<file path="src/rtl/rv_instr_encoder_if.sv">
// Request and instruction-memory write bus for rv_instr_encoder.
// The slave modport is the encoder's view; master is the requester/memory side.
interface rv_instr_encoder_if #(
  parameter int unsigned ADDR_W = 64
);
  logic              req_valid;
  logic              req_ready;
  logic [1:0]        req_kind;
  logic [2:0]        req_funct3;
  logic [6:0]        req_funct7;
  logic [4:0]        req_rd;
  logic [4:0]        req_rs1;
  logic [4:0]        req_rs2;
  logic [12:0]       req_imm;
  logic              imem_we;
  logic [ADDR_W-1:0] imem_addr;
  logic [31:0]       imem_wdata;
  logic              imem_stall;

  modport slave (
    input  req_valid, req_kind, req_funct3, req_funct7, req_rd, req_rs1, req_rs2, req_imm,
    output req_ready,
    output imem_we, imem_addr, imem_wdata,
    input  imem_stall
  );

  modport master (
    output req_valid, req_kind, req_funct3, req_funct7, req_rd, req_rs1, req_rs2, req_imm,
    input  req_ready,
    input  imem_we, imem_addr, imem_wdata,
    output imem_stall
  );
endinterface

</file>
<file path="src/rtl/rv_instr_encoder.sv">
// Encodes symbolic RV64I requests (R, ld, sd, beq) into instruction words and writes them to imem.
// Optional legality checking (beq odd offset, unknown R funct7) is enabled by RV_ENC_CHECK_EN.
module rv_instr_encoder #(
  parameter int unsigned       ADDR_W    = 64,
  parameter logic [ADDR_W-1:0] BASE_ADDR = '0,
  parameter int unsigned       DEPTH     = 4
) (
  input  logic                 clk,
  input  logic                 reset,
  input  logic                 start,
  input  logic                 load_end,
  rv_instr_encoder_if.slave    bus,
  output logic                 busy,
  output logic                 done,
  output logic [15:0]          word_count,
  output logic                 err
);

  localparam int unsigned PW      = (DEPTH > 1) ? $clog2(DEPTH) : 1;
  localparam logic [PW:0] DEPTH_C = (PW + 1)'(DEPTH);

  typedef enum logic [1:0] {IDLE, LOAD, FLUSH, DONE} state_t;

  state_t            state, state_n;
  logic [31:0]       fifo [DEPTH];
  logic [PW-1:0]     wptr, rptr;
  logic [PW:0]       count;
  logic              we_q;
  logic [ADDR_W-1:0] addr_q;
  logic [31:0]       wdata_q;
  logic [31:0]       enc;
  logic              legal;
  logic              accept, push, start_acc;
  logic              fifo_empty, wr_free, wr_done, load_w, bypass, fifo_push, fifo_pop;

  assign bus.req_ready  = (state == LOAD) && (count < DEPTH_C);
  assign bus.imem_we    = we_q;
  assign bus.imem_addr  = addr_q;
  assign bus.imem_wdata = wdata_q;
  assign busy           = (state == LOAD) || (state == FLUSH);
  assign done           = (state == DONE);

  assign accept    = bus.req_valid && bus.req_ready;
  assign push      = accept && legal;
  assign start_acc = start && ((state == IDLE) || (state == DONE));

  always_comb begin
    enc = '0;
    case (bus.req_kind)
      2'b00: enc = {bus.req_funct7, bus.req_rs2, bus.req_rs1, bus.req_funct3, bus.req_rd, 7'b0110011};
      2'b01: enc = {bus.req_imm[11:0], bus.req_rs1, 3'b011, bus.req_rd, 7'b0000011};
      2'b10: enc = {bus.req_imm[11:5], bus.req_rs2, bus.req_rs1, 3'b011, bus.req_imm[4:0], 7'b0100011};
      default: enc = {bus.req_imm[12], bus.req_imm[10:5], bus.req_rs2, bus.req_rs1, 3'b000,
                      bus.req_imm[4:1], bus.req_imm[11], 7'b1100011};
    endcase
  end

`ifdef RV_ENC_CHECK_EN
  always_comb begin
    legal = 1'b1;
    if (bus.req_kind == 2'b11 && bus.req_imm[0])
      legal = 1'b0;
    if (bus.req_kind == 2'b00 && bus.req_funct7 != 7'b0000000 && bus.req_funct7 != 7'b0100000)
      legal = 1'b0;
  end

  always_ff @(posedge clk) begin
    if (reset)
      err <= 1'b0;
    else if (start_acc)
      err <= 1'b0;
    else if (accept && !legal)
      err <= 1'b1;
  end
`else
  logic unused_imm0;
  assign unused_imm0 = bus.req_imm[0];
  assign legal       = 1'b1;
  assign err         = 1'b0;
`endif

  // A write is pending while stalled; otherwise the writer can take a new word this edge.
  // When the FIFO is empty the incoming word bypasses it so imem_we rises the cycle after accept.
  assign fifo_empty = (count == '0);
  assign wr_done    = we_q && !bus.imem_stall;
  assign wr_free    = !we_q || !bus.imem_stall;
  assign load_w     = wr_free && (!fifo_empty || push);
  assign bypass     = push && fifo_empty && wr_free;
  assign fifo_push  = push && !bypass;
  assign fifo_pop   = wr_free && !fifo_empty;

  always_ff @(posedge clk) begin
    if (reset)
      state <= IDLE;
    else
      state <= state_n;
  end

  always_comb begin
    state_n = state;
    case (state)
      IDLE:    if (start) state_n = LOAD;
      LOAD:    if (load_end) state_n = FLUSH;
      FLUSH:   if (fifo_empty && !we_q) state_n = DONE;
      DONE:    if (start) state_n = LOAD;
      default: state_n = IDLE;
    endcase
  end

  always_ff @(posedge clk) begin
    if (fifo_push)
      fifo[wptr] <= enc;
  end

  always_ff @(posedge clk) begin
    if (reset) begin
      wptr       <= '0;
      rptr       <= '0;
      count      <= '0;
      we_q       <= 1'b0;
      wdata_q    <= '0;
      addr_q     <= BASE_ADDR;
      word_count <= '0;
    end else begin
      if (fifo_push)
        wptr <= wptr + 1'b1;
      if (fifo_pop)
        rptr <= rptr + 1'b1;
      case ({fifo_push, fifo_pop})
        2'b10:   count <= count + 1'b1;
        2'b01:   count <= count - 1'b1;
        default: count <= count;
      endcase

      if (load_w) begin
        we_q    <= 1'b1;
        wdata_q <= fifo_empty ? enc : fifo[rptr];
      end else if (wr_done) begin
        we_q <= 1'b0;
      end

      if (start_acc) begin
        addr_q     <= BASE_ADDR;
        word_count <= '0;
      end else if (wr_done) begin
        addr_q <= addr_q + ADDR_W'(4);
        if (word_count != 16'hFFFF)
          word_count <= word_count + 16'd1;
      end
    end
  end

endmodule

</file>
<file path="src/flat_wrapper.sv">
// flat-port wrapper written by rule: the top's interface ports become plain ports
module rv_instr_encoder_flat 
#(
  parameter int unsigned       ADDR_W    = 64,
  parameter logic [ADDR_W-1:0] BASE_ADDR = '0,
  parameter int unsigned       DEPTH     = 4
)
  (clk, reset, start, load_end, busy, done, word_count, err, bus_req_valid, bus_req_kind, bus_req_funct3, bus_req_funct7, bus_req_rd, bus_req_rs1, bus_req_rs2, bus_req_imm, bus_req_ready, bus_imem_we, bus_imem_addr, bus_imem_wdata, bus_imem_stall);
  rv_instr_encoder_if #(.ADDR_W(ADDR_W)) bus_i ();
  input  logic clk;
  input  logic reset;
  input  logic start;
  input  logic load_end;
  output logic busy;
  output logic done;
  output logic [15:0] word_count;
  output logic err;
  input wire logic [$bits(bus_i.req_valid)-1:0] bus_req_valid;
  input wire logic [$bits(bus_i.req_kind)-1:0] bus_req_kind;
  input wire logic [$bits(bus_i.req_funct3)-1:0] bus_req_funct3;
  input wire logic [$bits(bus_i.req_funct7)-1:0] bus_req_funct7;
  input wire logic [$bits(bus_i.req_rd)-1:0] bus_req_rd;
  input wire logic [$bits(bus_i.req_rs1)-1:0] bus_req_rs1;
  input wire logic [$bits(bus_i.req_rs2)-1:0] bus_req_rs2;
  input wire logic [$bits(bus_i.req_imm)-1:0] bus_req_imm;
  output wire logic [$bits(bus_i.req_ready)-1:0] bus_req_ready;
  output wire logic [$bits(bus_i.imem_we)-1:0] bus_imem_we;
  output wire logic [$bits(bus_i.imem_addr)-1:0] bus_imem_addr;
  output wire logic [$bits(bus_i.imem_wdata)-1:0] bus_imem_wdata;
  input wire logic [$bits(bus_i.imem_stall)-1:0] bus_imem_stall;
  assign bus_i.req_valid = bus_req_valid;
  assign bus_i.req_kind = bus_req_kind;
  assign bus_i.req_funct3 = bus_req_funct3;
  assign bus_i.req_funct7 = bus_req_funct7;
  assign bus_i.req_rd = bus_req_rd;
  assign bus_i.req_rs1 = bus_req_rs1;
  assign bus_i.req_rs2 = bus_req_rs2;
  assign bus_i.req_imm = bus_req_imm;
  assign bus_req_ready = bus_i.req_ready;
  assign bus_imem_we = bus_i.imem_we;
  assign bus_imem_addr = bus_i.imem_addr;
  assign bus_imem_wdata = bus_i.imem_wdata;
  assign bus_i.imem_stall = bus_imem_stall;
  rv_instr_encoder #(.ADDR_W(ADDR_W), .BASE_ADDR(BASE_ADDR), .DEPTH(DEPTH)) u_core (.clk(clk), .reset(reset), .start(start), .load_end(load_end), .bus(bus_i), .busy(busy), .done(done), .word_count(word_count), .err(err));
endmodule
</file>
<file path="config.mk">
export PLATFORM = sky130hd
export DESIGN_NAME = rv_instr_encoder_flat
export DESIGN_NICKNAME = d
export VERILOG_FILES = /design/src/rtl/rv_instr_encoder_if.sv /design/src/rtl/rv_instr_encoder.sv /design/src/flat_wrapper.sv
export SDC_FILE = /design/constraint.sdc
export NUM_CORES = 1
export LEC_CHECK = 0
export BUFFER_PORTS_ARGS = -buffer_cell sky130_fd_sc_hd__buf_2
export CAP_MARGIN = 10
export CORE_MARGIN = 3
export CORE_UTILIZATION = 56
export DETAILED_ROUTE_END_ITERATION = 10
export PLACE_DENSITY = 0.79
export SYNTH_ARGS = -nofsm -noshare
export SYNTH_HDL_FRONTEND = slang
export SYNTH_SLANG_ARGS = --single-unit
</file>
<file path="constraint.sdc">
create_clock -name clk -period 2.5 [get_ports clk]
set_input_delay 0.75 -clock clk [delete_from_list [all_inputs] [get_ports clk]]
set_output_delay 0.75 -clock clk [all_outputs]
set_load 0.01 [all_outputs]
</file>
==> impl_metrics.env, run 1 <==
export IMPL_p_seq_share_pct=40.8
export IMPL_critPathKind="flip-flop to flip-flop"
export IMPL_reg2reg_from="u_core.state[1]"
export IMPL_cts_tree="yes"
export IMPL_n_antenna_cell=0
export IMPL_final_nets=1128
export IMPL_worst_ep_required_time_ns=2.95
export IMPL_fp_dieW_um=140
export IMPL_reg2reg_to="u_core.count[2]"
export IMPL_worstSetupStartpointType="flip-flop"
export IMPL_htree_levels=1
export IMPL_p_per_area_nw_per_um2=922
export IMPL_ys_flop_type="dfxtp_1"
export IMPL_rrSetupSlack_ns=0.18
export IMPL_synth_seq_cells=231
export IMPL_synthCells=875
export IMPL_drive_gt1_share_pct=27.2
export IMPL_dp_worst_setup_slack_ns=0.00167
export IMPL_drt_iter0_drc=613
export IMPL_async_flop_share_pct=0
export IMPL_swShare_pct=31.6
export IMPL_switchingPower_mw=3.54
export IMPL_synth_warnings=0
export IMPL_antenna_found_initial=0
export IMPL_ios=163
export IMPL_coreArea_um2=17400
export IMPL_clk_pin_slew_worst_paths_ns=0.06
export IMPL_cp_max_fo=4
export IMPL_grt_overflow_total=0
export IMPL_max_slew_margin_rel_pct=41.4
export IMPL_vias=7682
export IMPL_syn_avg_cell_area_um2=11.4
export IMPL_io_buffers=157
export IMPL_gp_congestion=0.885
export IMPL_grt_pass1_wl_um=38800
export IMPL_ys_seq_area_share_pct=57.4
export IMPL_die_area_um2=19500
export IMPL_fin_setup_tns_ns=0
export IMPL_synth_edf_count=112
export IMPL_status="complete, no violations"
export IMPL_reg2reg_depth=12
export IMPL_dp_hpwl_um=16000
export IMPL_area_growth_pct=21.5
export IMPL_yosys_cell_types_count=53
export IMPL_detail_route_antenna_nets=0
export IMPL_endpoint="u_core.count[2]"
export IMPL_cts_made_buffers=24
export IMPL_firstDrtPassIters=5
export IMPL_rsz0062_at_grt="false"
export IMPL_hold_buffers=0
export IMPL_drc=0
export IMPL_routed_wl_um=24000
export IMPL_clock_skew_ns=0.0107
export IMPL_fin_crit_ns=2.32
export IMPL_grt_pass1_vias=7575
export IMPL_cp_arrival_ns=2.77
export IMPL_setup_viol=0
export IMPL_finalHoldViolations=0
export IMPL_comb_power_share_pct=26.6
export IMPL_p_clk_share_pct=32.6
export IMPL_p_leak_nw=4.58
export IMPL_drv_cap=0
export IMPL_clock_sinks=231
export IMPL_grtUsageTotal_pct=24.2
export IMPL_insertion_delay_ns=0.52
export IMPL_via_per_inst=5.87
export IMPL_tightestPinTransition_ns=0.879
export IMPL_intPower_mw=7.66
export IMPL_die_h_um=140
export IMPL_rows=48
export IMPL_grt_start_max_net_pins=52
export IMPL_drv_slew=0
export IMPL_setup_ws_ns=0.180
export IMPL_min_path_type="primary input to flip-flop"
export IMPL_startpoint="u_core.state[1]"
export IMPL_netlist_area_um2=10000
export IMPL_post_route_period_util_pct=92.8
export IMPL_routedWlPerCell_um=18.4
export IMPL_cts_root_buf="clkbuf_16"
export IMPL_end_kind="flip-flop"
export IMPL_ir_worst_vdd_mv=0.887
export IMPL_cts_buffer_depth=3
export IMPL_start_util_pct=57.4
export IMPL_fmax_mhz=431
-- Yosys cell counts (all sizes together) (6+ instances only) --
| cell type | instances | area share [%] |
|---|---|---|
| a21oi | 33 | 1.7 |
| a22o | 15 | 1.3 |
| a311oi | 28 | 2.5 |
| and2 | 9 | 0.56 |
| and3 | 6 | 0.39 |
| and4 | 7 | 0.63 |
| buf | 12 | 0.73 |
| clkbuf | 30 | 1.1 |
| dfxtp | 119 | 24 |
| edfxtp | 112 | 34 |
| ha | 16 | 2.0 |
| inv | 16 | 0.60 |
| mux4 | 28 | 6.3 |
| nand2 | 86 | 3.2 |
| nand3 | 31 | 1.6 |
| nand4 | 42 | 3.0 |
| nor2 | 116 | 4.4 |
| nor3 | 19 | 1.0 |
| nor4 | 13 | 1.2 |
| o21ai | 19 | 0.95 |
| or3 | 21 | 1.4 |
| or4 | 6 | 0.45 |
| xnor2 | 28 | 2.5 |
| xor2 | 33 | 2.9 |
-- cells by family after synthesis --
| logic type | after synthesis | share of synthesized area [%] |
|---|---|---|
| buffers and inverters | 58 | 2.45 |
| adder cells (fa/ha/maj) | 17 | 2.20 |
| XOR/XNOR | 61 | 5.34 |
| multiplexers | 30 | 6.52 |
| other | 1 | 0.0375 |
| AND/OR/NAND/NOR | 369 | 18.7 |
| flip-flops | 231 | 57.4 |
| AO/OA/AOI/OAI | 108 | 7.36 |
-- cell usage in the layout, fill, tap and decap left out, types with 4 or more instances in the layout --
| cell type | instances |
|---|---|
| mux4_2 | 28 |
| clkbuf_16 | 24 |
| or4_1 | 6 |
| clkinv_2 | 8 |
| a22o_1 | 15 |
| nand2_1 | 85 |
| o21ai_0 | 19 |
| nor2_1 | 116 |
| a311oi_1 | 28 |
| buf_2 | 157 |
| conb_1 | 5 |
| o31ai_1 | 4 |
| nor3_1 | 17 |
| edfxtp_1 | 112 |
| nand4_1 | 38 |
| inv_1 | 16 |
| buf_12 | 6 |
| and2_1 | 9 |
| and3_1 | 5 |
| or3_1 | 18 |
| a21oi_1 | 33 |
| xor2_1 | 33 |
| ha_1 | 16 |
| nor4_1 | 9 |
| nand3_1 | 30 |
| buf_4 | 39 |
| xnor2_1 | 28 |
| dfxtp_1 | 118 |
| nor2b_1 | 4 |
| and4_1 | 6 |
-- area by class of cell --
class	instances	area (µm²)
fill	1245	5270
timing repair buffer	202	1200
inverter	16	60.1
multi-input combinational	590	4050
tap	225	282
clock buffer	29	639
sequential	231	5750
clock inverter	15	178
-- worst min path at each step --
stage | from | endpoint | slack (ns) | cells past startpoint
final | bus_req_rs1[0] | u_core.fifo[0][15] | 0.47 | 1
after global routing | bus_req_rs1[0] | u_core.fifo[0][15] | 0.46 | 1
after CTS | bus_req_rs1[0] | u_core.fifo[1][15] | 0.45 | 1
after detailed placement | u_core.bus.imem_addr[61] | u_core.bus.imem_addr[61] | 0.49 | 2
after global placement | u_core.bus.imem_addr[61] | u_core.bus.imem_addr[61] | 0.48 | 2
after floorplan | u_core.rptr[1] | flip-flop | 0.48 | 2
-- worst max-delay path, cell delays in order (launching register included) --
cell,delay [ns]
dfxtp_1,0.38
inv_1,0.06
ha_1,0.20
nor2b_1,0.16
nand2_2,0.12
a21oi_1,0.07
inv_1,0.07
ha_1,0.17
inv_1,0.06
fa_1,0.37
xor2_1,0.16
or3_1,0.30
a21oi_1,0.14
-- per-layer routing --
| metal | part of all wire, % | track usage (%) |
|---|---|---|
| met3 | 7.0 | 3.75 |
| met2 | 48 | 41.6 |
| met4 | 2.1 | 6.83 |
| met1 | 42 | 32.3 |
| met5 | 0 | 0 |
-- per-stage QoR --
step                utilization (%)  hold WS [ns]  cells  area (µm²)  power (mW)
floorplan                         -         0.485    879       10000        6.52
global placement               65.1         0.475   1264       11300        7.52
detailed placement             65.1         0.488   1264       11300        7.61
CTS                            69.7         0.446   1308       12100        11.3
global route                   69.8         0.455   1308       12200        11.7
finish                         69.8         0.471   1308       12200        11.2
-- state kept, by name (all words and copies together), names as in the netlist, named ones only --
register and cells:
u_core.bus.imem_addr 62, u_core.word_count 16, u_core.rptr 2, u_core.wptr 2, u_core.bus.imem_we 1, u_core.bus.imem_wdata 29
u_core.fifo 112, u_core.count 3, u_core.state 2
-- power by group through the flow --
stage / clock network (mW) / logic, mW / registers [mW]
floorplan: 0 / 1.87 / 4.65
global placement: 0 / 2.88 / 4.63
detailed placement: 0 / 2.96 / 4.64
CTS: 3.70 / 3.01 / 4.57
global route: 3.84 / 3.29 / 4.61
finish: 3.65 / 2.98 / 4.57
-- what timing repair did --
| action | CTS | global route |
|---|---|---|
| setup endpoints to repair | 0 | 1 |
| buffers inserted | 0 | 0 |
| gates resized for setup | 0 | 1 |
Power figures use the tool's default switching activity.
==> run 2: changes to the inputs <==
--- a/config.mk
+++ b/config.mk
@@ -7,10 +7,12 @@
 export LEC_CHECK = 0
 export BUFFER_PORTS_ARGS = -buffer_cell sky130_fd_sc_hd__buf_2
 export CAP_MARGIN = 10
+export CELL_PAD_IN_SITES_DETAIL_PLACEMENT = 0
+export CELL_PAD_IN_SITES_GLOBAL_PLACEMENT = 2
 export CORE_MARGIN = 3
-export CORE_UTILIZATION = 56
+export CORE_UTILIZATION = 37
 export DETAILED_ROUTE_END_ITERATION = 10
-export PLACE_DENSITY = 0.79
+export PLACE_DENSITY_LB_ADDON = 0.1
 export SYNTH_ARGS = -nofsm -noshare
 export SYNTH_HDL_FRONTEND = slang
 export SYNTH_SLANG_ARGS = --single-unit
==> run 2 against run 1 <==
Sequential cell count unchanged. Combinational power about the same. Register-to-register slack improved by 0.07 ns. Sequential power about the same. Core utilization is 23 points lower. Clock-buffer cell count rose by 8. Clock skew grew 0.0068 ns.
==> impl_metrics.env, run 2 (synthesis results as in run 1) <==
export IMPL_worstSetupStartpointType="flip-flop"
export IMPL_met3_usage_pct=3.37
export IMPL_io_buffers=157
export IMPL_p_clk_share_pct=33.1
export IMPL_worst_ep_required_time_ns=1.75
export IMPL_intPower_mw=7.71
export IMPL_cts_made_buffers=26
export IMPL_reg2reg_from="u_core.bus.imem_addr[24]"
export IMPL_start_util_pct=38.1
export IMPL_n_antenna_cell=0
export IMPL_coreArea_um2=26300
export IMPL_crit_chain="inv_1, ha_1, inv_1, buf_2"
export IMPL_fin_crit_ns=2.32
export IMPL_cp_top_family="flip-flops"
export IMPL_htree_levels=1
export IMPL_place_inst=1386
export IMPL_drc=0
export IMPL_clock_sinks=231
export IMPL_nFillCells=2515
export IMPL_worst_path_buf_inv=3
export IMPL_tightestPinTransition_ns=0.543
export IMPL_grt_start_max_net_pins=71
export IMPL_final_common_cell="buf_2"
export IMPL_drv_slew=0
export IMPL_clk_pin_slew_worst_paths_ns=0.06
export IMPL_cpPeakStageDelay_ns=0.37
export IMPL_grt_overflow_total=0
export IMPL_hold_buffers=0
export IMPL_comb_power_share_pct=26.6
export IMPL_die_h_um=170
export IMPL_power_mw=11.3
export IMPL_hp_start="bus_req_rs1[4]"
export IMPL_ir_worst_vdd_mv=0.564
export IMPL_regMostFlops="u_core.fifo"
export IMPL_final_nets=1142
export IMPL_min_path_type="primary input to flip-flop"
export IMPL_fin_util_pct=47.3
export IMPL_clock_skew_ns=0.0174
export IMPL_routedWlPerCell_um=18.0
export IMPL_use_met1_pct=24.8
export IMPL_p_seq_share_pct=40.3
export IMPL_largest_reg_flops=112
export IMPL_slowest_stage="dfxtp_1"
export IMPL_p_leak_nw=4.65
export IMPL_antenna_found_initial=0
export IMPL_via_per_inst=5.20
export IMPL_critPathMostFrequentCell="inv_1"
export IMPL_grt_busiest_layer="met2"
export IMPL_die_area_um2=29000
export IMPL_cp_max_fo=4
export IMPL_gp_congestion=0.785
export IMPL_startpoint="u_core.state[0]"
export IMPL_dp_hpwl_um=17100
export IMPL_detail_route_antenna_nets=0
export IMPL_routed_wl_um=25800
export IMPL_cts_tree="yes"
export IMPL_cts_root_buf="clkbuf_16"
export IMPL_switchingPower_mw=3.55
export IMPL_status="complete, no violations"
export IMPL_drt_iter0_drc=423
export IMPL_finalHoldViolations=0
export IMPL_cp_arrival_ns=1.57
export IMPL_ios=163
export IMPL_rows=59
export IMPL_post_route_period_util_pct=92.7
export IMPL_grt_use_met2_pct=29.0
export IMPL_vias=7456
export IMPL_fin_setup_tns_ns=0
export IMPL_insertion_delay_ns=0.54
export IMPL_swShare_pct=31.5
export IMPL_max_slew_margin_rel_pct=63.8
export IMPL_fp_dieW_um=170
export IMPL_grtUsageTotal_pct=17.7
export IMPL_rsz0062_at_grt="false"
export IMPL_fmax_mhz=431
export IMPL_p_per_area_nw_per_um2=907
export IMPL_firstDrtPassIters=4
export IMPL_drv_cap=0
export IMPL_grt_pass1_vias=7316
export IMPL_cts_buffer_depth=3
export IMPL_area_growth_pct=24.2
export IMPL_drive_gt1_share_pct=27.6
export IMPL_end_kind="primary output"
export IMPL_grt_pass1_wl_um=41100
export IMPL_timing_hold_ws_ns=0.442
export IMPL_instances_no_fill=1434
export IMPL_setup_viol=0
export IMPL_final_cell_mix="buf_2 (157), dfxtp_1 (117), nor2_1 (116)"
export IMPL_critPathKind="flip-flop to primary output"
==> run 2: worst paths after layout <==
check	end	slack, ns	cells past startpoint
setup / recovery	busy	0.18	4
hold / removal	u_core.fifo[2][19]	0.44	1
setup reg to reg	u_core.bus.imem_addr[61]	0.25	5
hold reg to reg	u_core.bus.imem_addr[63]	0.49	2
==> run 2: power groups by stage <==
stage               clock network (mW)  logic (mW)  registers, mW
floorplan                            0        1.87           4.65
detailed placement                   0        3.07           4.62
CTS                               3.86        3.08           4.54
global placement                     0        3.07           4.62
finish                            3.73        2.99           4.54
global route                      3.99        3.38           4.58
==> run 2: layer usage <==
| metal | up-vias | wire (µm) |
|---|---|---|
| met4 | 0 | 474 |
| met2 | 180 | 11900 |
| met1 | 3607 | 12000 |
| li1 | 3638 | - |
| met5 | - | 0 |
| met3 | 31 | 1400 |
==> run 2: repair_timing <==
| item | 4_1_cts | 5_1_grt |
|---|---|---|
| resized for setup | 0 | 1 |
| setup buffers | 0 | 0 |
| setup endpoints to repair | 0 | 1 |
==> run 2: final cells by class <==
class | count | area (µm²) | share of cell area, %
Timing Repair Buffer | 214 | 1300 | 10.5
Multi-Input combinational cell | 590 | 4040 | 32.6
Sequential cell | 231 | 5750 | 46.3
Inverter | 16 | 60.1 | 0.484
Clock inverter | 11 | 134 | 1.08
Tap cell | 335 | 419 | 3.38
Clock buffer | 37 | 712 | 5.73
==> run 2: stage by stage <==
step	setup slack [ns]	cell area, µm²
finish	0.182	12400
global route	0.0523	12400
CTS	0.136	12400
detailed placement	-0.0720	11600
global placement	-0.0375	11600
floorplan	0.0960	10000
==> run 3: changes to the inputs <==
--- a/config.mk
+++ b/config.mk
@@ -5,12 +5,13 @@
 export SDC_FILE = /design/constraint.sdc
 export NUM_CORES = 1
 export LEC_CHECK = 0
+export ABC_AREA = 1
 export BUFFER_PORTS_ARGS = -buffer_cell sky130_fd_sc_hd__buf_2
 export CAP_MARGIN = 10
 export CELL_PAD_IN_SITES_DETAIL_PLACEMENT = 0
 export CELL_PAD_IN_SITES_GLOBAL_PLACEMENT = 2
 export CORE_MARGIN = 3
-export CORE_UTILIZATION = 37
+export CORE_UTILIZATION = 34
 export DETAILED_ROUTE_END_ITERATION = 10
 export PLACE_DENSITY_LB_ADDON = 0.1
 export SYNTH_ARGS = -nofsm -noshare
==> run 3 against run 2 <==
Worst setup slack gained 0.0073 ns. Sequential power increased by 0.9%. Fmax increased by 0.31%. Via count grew 26%. Clock-buffer cell count grew 4. Register-to-register slack gained 0.12 ns. Critical path depth did not move. Synthesized area rose by 9.9%. Power grew 11%. Clock power is 8.8% higher. Sequential share of layout area fell by 3.0 points. Sequential cell count did not move.
==> impl_metrics.env, run 3 <==
export IMPL_cts_made_buffers=28
export IMPL_critPathKind="flip-flop to primary output"
export IMPL_tightestPinTransition_ns=0.838
export IMPL_synth_mux_area_share_pct=0
export IMPL_ys_seq_area_share_pct=52.3
export IMPL_antenna_found_initial=0
export IMPL_cts_resized=0
export IMPL_ir_worst_vdd_mv=0.829
export IMPL_max_slew_margin_rel_pct=44.1
export IMPL_synth_top_family_by_area="simple AND/OR/NAND/NOR gates"
export IMPL_synth_seq_cells=231
export IMPL_drc=0
export IMPL_cp_arrival_ns=1.56
export IMPL_clock_sinks=231
export IMPL_routedWlPerCell_um=17.3
export IMPL_synth_commonest_cells="nand2_1 (250), nor2_1 (211), inv_1 (126), o21ai_0 (125), dfxtp_1 (119)"
export IMPL_fin_setup_tns_ns=0
export IMPL_synth_warnings=0
export IMPL_worstSetupStartpointType="flip-flop"
export IMPL_final_nets=1560
export IMPL_hold_depth=1
export IMPL_synth_compound_area_share_pct=13.4
export IMPL_yosysMostFrequentCell="nand2_1"
export IMPL_drv_cap=0
export IMPL_fin_crit_ns=2.31
export IMPL_postLayoutCellArea_um2=13300
export IMPL_power_mw=12.5
export IMPL_async_flop_share_pct=0
export IMPL_netlist_area_um2=11000
export IMPL_swShare_pct=35.3
export IMPL_yosys_area_share_simple_pct=23.9
export IMPL_grt_pass1_wl_um=52000
export IMPL_synth_top_area_cell="edfxtp_1"
export IMPL_finalHoldViolations=0
export IMPL_fmax_mhz=433
export IMPL_cts_tree="yes"
export IMPL_largest_reg_flops=112
export IMPL_dp_hpwl_um=22700
export IMPL_rows=65
export IMPL_final_common_cell="nand2_1"
export IMPL_place_inst=1869
export IMPL_setup_viol=0
export IMPL_p_per_area_nw_per_um2=938
export IMPL_reg2reg_depth=14
export IMPL_ios=163
export IMPL_start_util_pct=34.7
export IMPL_area_growth_pct=20.9
export IMPL_cts_buffer_depth=3
export IMPL_io_buffers=157
export IMPL_post_cts_buffers=0
export IMPL_min_path_type="primary input to flip-flop"
export IMPL_synth_xor_area_share_pct=1.51
export IMPL_syn_avg_cell_area_um2=8.25
export IMPL_die_h_um=186
export IMPL_grt_pass1_vias=9036
export IMPL_yosys_cell_types_count=46
export IMPL_synthCells=1332
export IMPL_n_antenna_cell=0
export IMPL_firstDrtPassIters=5
export IMPL_htree_levels=1
export IMPL_vias=9389
export IMPL_cp_max_fo=4
export IMPL_drv_slew=0
export IMPL_die_area_um2=34500
export IMPL_grtUsageTotal_pct=19.1
export IMPL_rsz0062_at_grt="false"
export IMPL_detail_route_antenna_nets=0
export IMPL_fp_dieW_um=186
export IMPL_instances_no_fill=1917
export IMPL_ys_flop_type="dfxtp_1"
export IMPL_coreArea_um2=31700
export IMPL_status="complete, no violations"
export IMPL_clk_pin_slew_worst_paths_ns=0.06
export IMPL_placed_area_um2=12400
export IMPL_synth_edf_count=112
export IMPL_cpPeakStageDelay_ns=0.38
export IMPL_final_cell_mix="nand2_1 (250), nor2_1 (207), buf_2 (157)"
export IMPL_comb_power_share_pct=30.6
export IMPL_cts_root_buf="clkbuf_16"
export IMPL_p_seq_share_pct=36.8
export IMPL_timing_hold_ws_ns=0.435
export IMPL_synthDominantCellAreaShare_pct=30.6
export IMPL_yosys_top_cells_area="edfxtp_1 (31%), dfxtp_1 (22%), nand2_1 (8.5%)"
export IMPL_end_kind="primary output"
export IMPL_routed_wl_um=33100
export IMPL_insertion_delay_ns=0.55
export IMPL_hold_buffers=0
export IMPL_intPower_mw=8.06
export IMPL_post_route_period_util_pct=92.4
export IMPL_switchingPower_mw=4.40
export IMPL_slowest_stage="dfxtp_1"
export IMPL_drive_gt1_share_pct=18.5
export IMPL_drt_iter0_drc=535
export IMPL_grt_overflow_total=0
export IMPL_crit_chain="inv_1, ha_1, inv_1, buf_2"
export IMPL_nFillCells=3323
export IMPL_rrSetupSlack_ns=0.37
export IMPL_critPathMostFrequentCell="inv_1"
export IMPL_grt_start_max_net_pins=57
export IMPL_synthAdderAreaFrac_pct=2.00
export IMPL_clock_skew_ns=0.00980
export IMPL_worst_ep_required_time_ns=1.75
export IMPL_gp_congestion=0.788
export IMPL_regMostFlops="u_core.fifo"
export IMPL_p_leak_nw=5.30
export IMPL_p_clk_share_pct=32.6
export IMPL_via_per_inst=4.90
==> run 3: area by class of cell <==
class                           instances  area [µm²]  area share (%)
Timing Repair Buffer                  184        1090            8.19
Tap cell                              402         503            3.79
Sequential cell                       231        5750            43.2
Inverter                              131         492            3.70
Clock buffer                           41         820            6.17
Clock inverter                          7         110           0.829
Multi-Input combinational cell        921        4530            34.1
==> run 3: worst max-delay path: cells and delay by family (launching register included) <==
family / cells / cell delay, ns
flops: 1 / 0.38
fa+ha+maj: 1 / 0.34
buf+inv: 3 / 0.30
==> run 3: through the flow <==
step / setup WS (ns) / util, %
floorplan: -0.154 / -
global placement: 0.142 / 39.0
detailed placement: 0.131 / 39.0
CTS: 0.149 / 41.9
global route: 0.0923 / 41.9
finish: 0.189 / 41.9
==> run 3: layer usage <==
layer | global-route usage (%) | share of wire [%]
met3 | 2.62 | 5.6
met2 | 29.9 | 43
met4 | 3.22 | 1.3
met5 | 0 | 0
met1 | 28.7 | 50
==> run 3: cells by family after synthesis <==
group	count (synthesis)
flops	231
other cells	1
simple gates	601
fa+ha+maj	17
xor+xnor	19
compound gates	279
buf+inv	184
==> run 3: power groups by stage <==
stage	clock network [mW]	registers (mW)	logic [mW]
2_1_floorplan	0	4.74	2.27
3_3_place_gp	0	4.66	3.88
3_5_place_dp	0	4.67	3.86
4_1_cts	4.17	4.59	3.87
5_1_grt	4.32	4.63	4.32
6_report	4.06	4.58	3.82
==> run 3: final timing paths <==
path,start,end
hold / removal,bus_req_rs1[3],u_core.fifo[1][18]
hold reg to reg,u_core.rptr[1],flip-flop
setup reg to reg,u_core.state[1],u_core.count[2]
setup / recovery,u_core.state[0],busy
